==> src/rtl/modbus_rtu_frame_check.sv <==
// MODBUS RTU receive framer: splits the UART byte stream on line silence
// and checks each frame's CRC-16 residual, length and error status.
module modbus_rtu_frame_check #(
    parameter int GAP_CYCLES = 1750,
    parameter int MAXLEN     = 256,
    parameter int LWIDTH     = 9
) (
    input  logic              clk,
    input  logic              reset,
    input  logic              rx_valid,
    input  logic [7:0]        rx_data,
    input  logic              rx_err,
    output logic              busy,
    output logic              frame_done,
    output logic              frame_ok,
    output logic [LWIDTH-1:0] frame_len,
    output logic [15:0]       crc_out
);

    localparam int GW = $clog2(GAP_CYCLES + 1);

    localparam logic [1:0] IDLE = 2'd0;
    localparam logic [1:0] RECV = 2'd1;
    localparam logic [1:0] DROP = 2'd2;

    localparam logic [GW-1:0]     GAP_LAST = GW'(GAP_CYCLES - 1);
    localparam logic [LWIDTH-1:0] LEN_MAX  = LWIDTH'(MAXLEN);
    localparam logic [LWIDTH-1:0] LEN_MIN  = LWIDTH'(4);

    // Reflected CRC-16 (poly 0xA001), one whole byte per call.
    function automatic logic [15:0] crc_fold(
        input logic [15:0] c,
        input logic [7:0]  d
    );
        logic [15:0] r;
        r = c ^ {8'h00, d};
        for (int i = 0; i < 8; i++) begin
            r = r[0] ? ((r >> 1) ^ 16'hA001) : (r >> 1);
        end
        return r;
    endfunction

    logic [1:0]        state;
    logic [GW-1:0]     gap;
    logic [LWIDTH-1:0] len;
    logic [15:0]       crc;
    logic              gap_hit;

    assign gap_hit = (gap == GAP_LAST);
    assign busy    = (state != IDLE);
    assign crc_out = crc;

    always_ff @(posedge clk or posedge reset) begin
        if (reset) begin
            state      <= IDLE;
            gap        <= '0;
            len        <= '0;
            crc        <= 16'hFFFF;
            frame_done <= 1'b0;
            frame_ok   <= 1'b0;
            frame_len  <= '0;
        end else begin
            frame_done <= 1'b0;
            case (state)
                IDLE: begin
                    if (rx_err) begin
                        state <= DROP;
                        gap   <= '0;
                    end else if (rx_valid) begin
                        state <= RECV;
                        crc   <= crc_fold(crc, rx_data);
                        len   <= LWIDTH'(1);
                        gap   <= '0;
                    end
                end
                RECV, DROP: begin
                    if (rx_err) begin
                        state <= DROP;
                        gap   <= '0;
                    end else if (rx_valid) begin
                        // A byte always beats an expiring gap.
                        gap <= '0;
                        if (state == RECV) begin
                            if (len == LEN_MAX) begin
                                state <= DROP;
                            end else begin
                                crc <= crc_fold(crc, rx_data);
                                len <= len + 1'b1;
                            end
                        end
                    end else if (gap_hit) begin
                        frame_done <= 1'b1;
                        frame_len  <= len;
                        frame_ok   <= (state == RECV) && (crc == 16'h0000)
                                      && (len >= LEN_MIN);
                        crc        <= 16'hFFFF;
                        len        <= '0;
                        gap        <= '0;
                        state      <= IDLE;
                    end else begin
                        gap <= gap + 1'b1;
                    end
                end
                default: begin
                    state <= IDLE;
                end
            endcase
        end
    end

endmodule
==> config.mk <==
export PLATFORM = sky130hd
export DESIGN_NAME = modbus_rtu_frame_check
export DESIGN_NICKNAME = d
export VERILOG_FILES = /design/src/rtl/modbus_rtu_frame_check.sv
export SDC_FILE = /design/constraint.sdc
export NUM_CORES = 1
export LEC_CHECK = 0
export ABC_AREA = 1
export CAP_MARGIN = 20
export CORE_MARGIN = 1
export CORE_UTILIZATION = 50
export CTS_CLUSTER_DIAMETER = 60
export CTS_CLUSTER_SIZE = 25
export DETAILED_ROUTE_END_ITERATION = 8
export MAX_ROUTING_LAYER = met4
export PLACE_DENSITY = 0.72
export SETUP_SLACK_MARGIN = 0.3
export SYNTH_ARGS = -nofsm -noshare
export SYNTH_HDL_FRONTEND = slang
export SYNTH_SLANG_ARGS = --single-unit
export TNS_END_PERCENT = 100
==> constraint.sdc <==
create_clock -name clk -period 2.7 [get_ports clk]
set_clock_uncertainty 0.15 [all_clocks]
set_input_delay 0.54 -clock clk [delete_from_list [all_inputs] [get_ports clk]]
set_output_delay 0.54 -clock clk [all_outputs]
set_load 0.01 [all_outputs]
## Word level (Yosys, flattened, before mapping)

Index checks and enable logic that the tools add are counted.

| cells by class | value |
|---|---|
| add/subtract/negate cells | 2 |
| multiplexer cells | 42 |
| reduce and logical (&&, ||, !) cells | 11 |
| equal/unequal tests | 14 |
| magnitude comparators | 1 |
| bitwise operators | 11 |

Operator list:

| kind | count |
|---|---|
| 16-bit two-way mux | 15 |
| 9-bit two-way mux | 7 |
| 11-bit two-way mux | 5 |
| 16-bit case mux with 2 select lines | 1 |
| 2-bit NOT with 3-bit output | 8 |
| 11-bit case mux with 2 select lines | 1 |
| 9-bit case mux with 2 select lines | 1 |
| 16-bit zero test | 1 |
| 16-bit by 8-bit bitwise XOR with 16-bit output | 1 |
| 2-bit two-way mux | 7 |
| 3-bit inequality test, second input constant | 4 |
| 4-bit inequality test, second input constant | 3 |
| 11-bit by 1-bit adder with 11-bit output, second input constant | 1 |
| 11-bit == test, second input constant | 1 |
| 9-bit by 1-bit adder with 9-bit output, second input constant | 1 |
| 9-bit == test, second input constant | 1 |
| 9-bit by 3-bit >= comparator with 1-bit output, second input constant | 1 |
| 4-bit AND reduction | 2 |
| 7-bit AND reduction | 1 |
| 2-bit inequality test, second input constant | 3 |
| 1-bit two-way mux | 4 |
| 2-bit case mux with 2 select lines | 1 |
| 2-bit nonzero test | 2 |
| 2-bit by 1-bit == test with 1-bit output, second input constant | 1 |
| other kinds (6) | 8 |

| storage, ports and cells | value |
|---|---|
| output and inout port bits | 28 |
| register bits after elaboration | 49 |
| logic and storage cells | 88 |
| input bits | 12 |

## Depth between registers and ports, before layout

| depth | value |
|---|---|
| word-level depth | 22 |
| gate-level depth with buffers | 15 |
| mapped depth without buffers | 15 |

## Least setup slack after synthesis

OpenSTA, ideal clock, no wires.

| timing path | value |
|---|---|
| path kind | register -> register |
| start point | reg state[0] |
| end point | reg gap[10] |
| stages on the path, launching flop included | 13 |
| data arrival time | 1.634 ns |
| path buffers | 0 |
| setup slack | 0.794 ns |
| cell sequence | dfrtp_1 -> inv_1 -> ha_1 -> inv_1 -> nor2_4 -> inv_1 -> nor2_1 -> nand2_1 -> nand2_1 -> nor2_1 -> inv_1 -> o21ai_1 -> a21oi_1 |

| on the way | value |
|---|---|
| word-level cells in the longest chain between the ends | 4 |

RTL lines:

| element | RTL line | text |
|---|---|---|
| start: declaration | 43 | `logic [1:0] state;` |
| start signal: assignment | 55 | `state <= IDLE;` |
| start signal: assignment | 67 | `state <= DROP;` |
| start signal: assignment | 70 | `state <= RECV;` |
| 2-bit by 1-bit == test with 1-bit output / 2-bit == test (equally long branches) | 64 | `case (state)` |
| 2-bit OR reduction | 64 |  |
| 2-bit nonzero test (no line) | -- |  |
| 2-bit AND reduction (no line) | -- |  |
| end signal: assignment | 101 | `gap <= gap + 1'b1;` |
| end: declaration | 44 | `logic [GW-1:0] gap;` |

Several ways; a longest one is shown, not always the timed one.
A chain may end at the register's enable or synchronous reset.

## Final worst setup path

| timing path | value |
|---|---|
| start point | reg state[0] |
| end point | out busy |

| on the way | value |
|---|---|
| word-level cells in the longest chain between the ends | 1 |

RTL lines:

| element | RTL line | text |
|---|---|---|
| 2-bit nonzero test | 50 | `assign busy = (state != IDLE);` |
| end: declaration | 13 | `output logic busy,` |

No other way between the ends.

==> run summary <==
The flow ran to the end, and the final reports show no timing, DRC or antenna violations. The TritonCTS buffer count is 5. In this run, distinct cell masters in the synthesized netlist total 35.

The pre-antenna-repair detailed-routing pass consisted of 5 iterations. The clock edge transition at the registers on the reported setup and hold paths is 0.10 ns. Tracing the worst setup path back leads to its startpoint at state[0]. Counting cells, the worst reg-to-reg path comes to 9. The maximum root-to-sink buffer count came out at 2. The critical path ends at busy.

The Yosys step of the flow raised 0 warnings. The number of nets still failing antenna checks after routing is 0. The count of port buffers added during placement came out at 39. The final estimated routing congestion in global placement came out at 0.876. The upper clock frequency limit is 429 MHz. The worst-margin pin slew came out at 0.406 ns. The per-cell via count in the routed design is 5.31. Once layout is complete, the cells apart from fillers number 496.

The portion of synthesized cell area occupied by the leading cell type came out at 28.7%. Synthesis produced a netlist with a net count of 396. Once the floorplan was initialized, standard cells occupied 52.0% of the core. For this run, the total global-route usage over all layers was measured as 23.7%. The horizontal die dimension is 77.9 µm. The setup total negative slack is 0 ns. The total detailed-routing wirelength came out at 6.56 mm. The average instance in the mapped netlist occupies 7.66 µm². The cell type with the highest aggregate area in the netlist is dfrtp_1. Of the available clock period, the critical path in the final layout requires 86.3%. Setup repair after global routing left no endpoint under its margin. Max-cap violations in this run came to 0. In this run the tightest slew margin relative to its limit is 72.7%.

The final hold violation count came out at 0. The via count of the first global-routing pass was 2439. The worst voltage drop across the vdd grid is 0.527 mV. The total standard cell area after synthesis is 2880 µm². The final count of negative-setup-slack endpoints is 0. The total half-perimeter wirelength after legalization and detailed placement is 4.74 mm.

In this run the worst path has a maximum fanout of 4. Entering global routing, the biggest net connects 50 pins. After synthesis, the cell types taking the most area are dfrtp_1 (29%), dfstp_2 (15%), nand2_1 (13%). Subtracting the final worst setup slack from the clock period gives 2.33 ns.

The global-route wire length before repair is 11.1 mm. The leading cell type in the layout, fill and taps excluded is nand2_1. The number of clock sinks is 49. The count of final max-slew check failures came out at 0. Dividing the detail-routed wire length by the instance count gives 13.2 µm. STA classifies the critical path endpoint as a primary output.

At the end of the flow, the number of nets in the layout was 443. The count of routing violations after the opening detailed-route iteration is 201. The flip-flop and latch count after synthesis is 49. The repair_antennas step left the layout with diodes totalling 0. The worst register-to-register path ends at crc_out[7]. The power density normalized to cell area came out at 959 nW/µm². The flop-to-flop setup slack came out at 0.43 ns. The clock root buffer is clkbuf_8. The total overflow left after global routing is 0. In this run the worst hold path is classified as reg -> reg. The startpoint class of the critical path is a flip-flop. After detailed placement, the design holds a cell count of 486.

The H-tree generated during clock tree synthesis spans 2 levels. The area growth from synthesis to layout is 21.8%. The part of the Yosys area used for sequential elements is 43.3%. The required arrival time at the worst endpoint is 2.01 ns. The leakage component of the power is 1.66 nW. The number of instances in the synthesized netlist is 376. The number of primary I/O pins came out at 40. The total via count in the routed design is 2636. The startpoint identified for the worst register-to-register timing path is state[0]. The floorplan has 27 rows.

The placeable core region came out at 5540 µm². In the layout the commonest cells are nand2_1 (103), inv_1 (54), clkdlybuf4s50_1 (39). The vertical die dimension is 77.9 µm. The number of antenna violations at the first check in global routing was 0. The total power is 0.00336 W. The number of design rule violations left after detail routing is 0. The clock network latency to the later pin of the worst-skew pair is 0.30 ns. The layout cell share with drive strength beyond 1 came out at 11.1%. The die covers 6070 µm². The data arrival time of the worst path came out at 1.64 ns. The critical path is of the reg -> out type. TritonCTS built the clock tree.
power by group:
part           total [W]  internal [W]  switching, W
combinational    0.00166      0.000651       0.00101
sequential       0.00114      0.000970      0.000174
clock           0.000560      0.000302      0.000258
total            0.00336       0.00192       0.00144
cell families (layout without fill, tap and decap cells):
family	Yosys count	in the layout	share of synthesized area, %
fa+ha+maj	8	8	3.48
compound gates	55	55	11.0
simple gates	193	193	30.8
buf+inv	62	110	8.69
flops	49	49	43.3
xor+xnor	9	9	2.74
through the flow:
stage	instance area (µm²)	hold WS [ns]	setup slack [ns]	util, %
after floorplan	2880	0.338	0.794	-
after global placement	3370	0.317	0.231	60.7
after detailed placement	3370	0.323	0.196	60.7
after CTS	3490	0.347	0.333	62.9
after global routing	3510	0.369	0.309	63.3
final	3510	0.339	0.369	63.3
worst max-delay path: stages, from the launching register on:
cell and delay, ns:
dfrtp_1 0.40, inv_1 0.09, ha_2 0.21, inv_1 0.09, clkdlybuf4s50_1 0.54
cells in the mapped netlist:
library cell	count
a211o_1	1
a21o_1	1
a21oi_1	12
a22oi_1	7
a31oi_1	9
and3_1	1
buf_2	2
buf_6	2
clkbuf_1	1
dfrtp_1	33
dfstp_2	16
ha_1	8
inv_1	55
inv_2	2
nand2_1	103
nand2_2	4
nand2_4	1
nand3_1	21
nand4_1	7
nand4_4	1
nor2_1	31
nor2_2	2
nor2_4	1
nor2_8	1
nor3_1	10
nor3_2	1
nor3_4	1
nor3b_1	1
nor4_1	7
o21ai_0	22
o21ai_1	1
o31ai_1	1
o32ai_1	1
xnor2_1	4
xor2_1	5
how the worst min path moves through the flow:
stage | endpoint | start | cells after the start | slack [ns]
finish | frame_ok | frame_ok | 2 | 0.34
global route | frame_len[2] | frame_len[2] | 2 | 0.37
CTS | frame_ok | frame_ok | 2 | 0.35
detailed placement | frame_ok | frame_ok | 2 | 0.32
global placement | frame_len[4] | frame_len[4] | 2 | 0.32
floorplan | crc_out[5] | crc_out[13] | 2 | 0.34
sequential cells by signal (all words and copies together) (netlist names):
register	flops
crc_out	16
gap	11
frame_len	9
len	9
state	2
frame_done	1
frame_ok	1
what timing repair did:
item                       4_1_cts  5_1_grt
gates resized for setup          0        2
hold buffers                     0        0
setup endpoints to repair        0        9
buffers inserted                 0        2
per-layer routing:
layer  up-vias  share of wire, %  GRT usage, %
met2       106                46          35.9
met3        12               5.6          3.76
met4         0               1.6          7.92
met5         -                 0             -
li1       1315                 -             -
met1      1203                47          32.4
area by class of cell:
| class | count | area [µm²] |
|---|---|---|
| clock inverters | 2 | 37.5 |
| well taps | 72 | 90.1 |
| multi-input cells | 265 | 1390 |
| fillers | 521 | 2030 |
| repair buffers | 45 | 448 |
| inverters | 57 | 214 |
| clock buffers | 6 | 82.6 |
| flip-flops and latches | 49 | 1250 |
No activity file was read; power rests on OpenSTA's default activity.
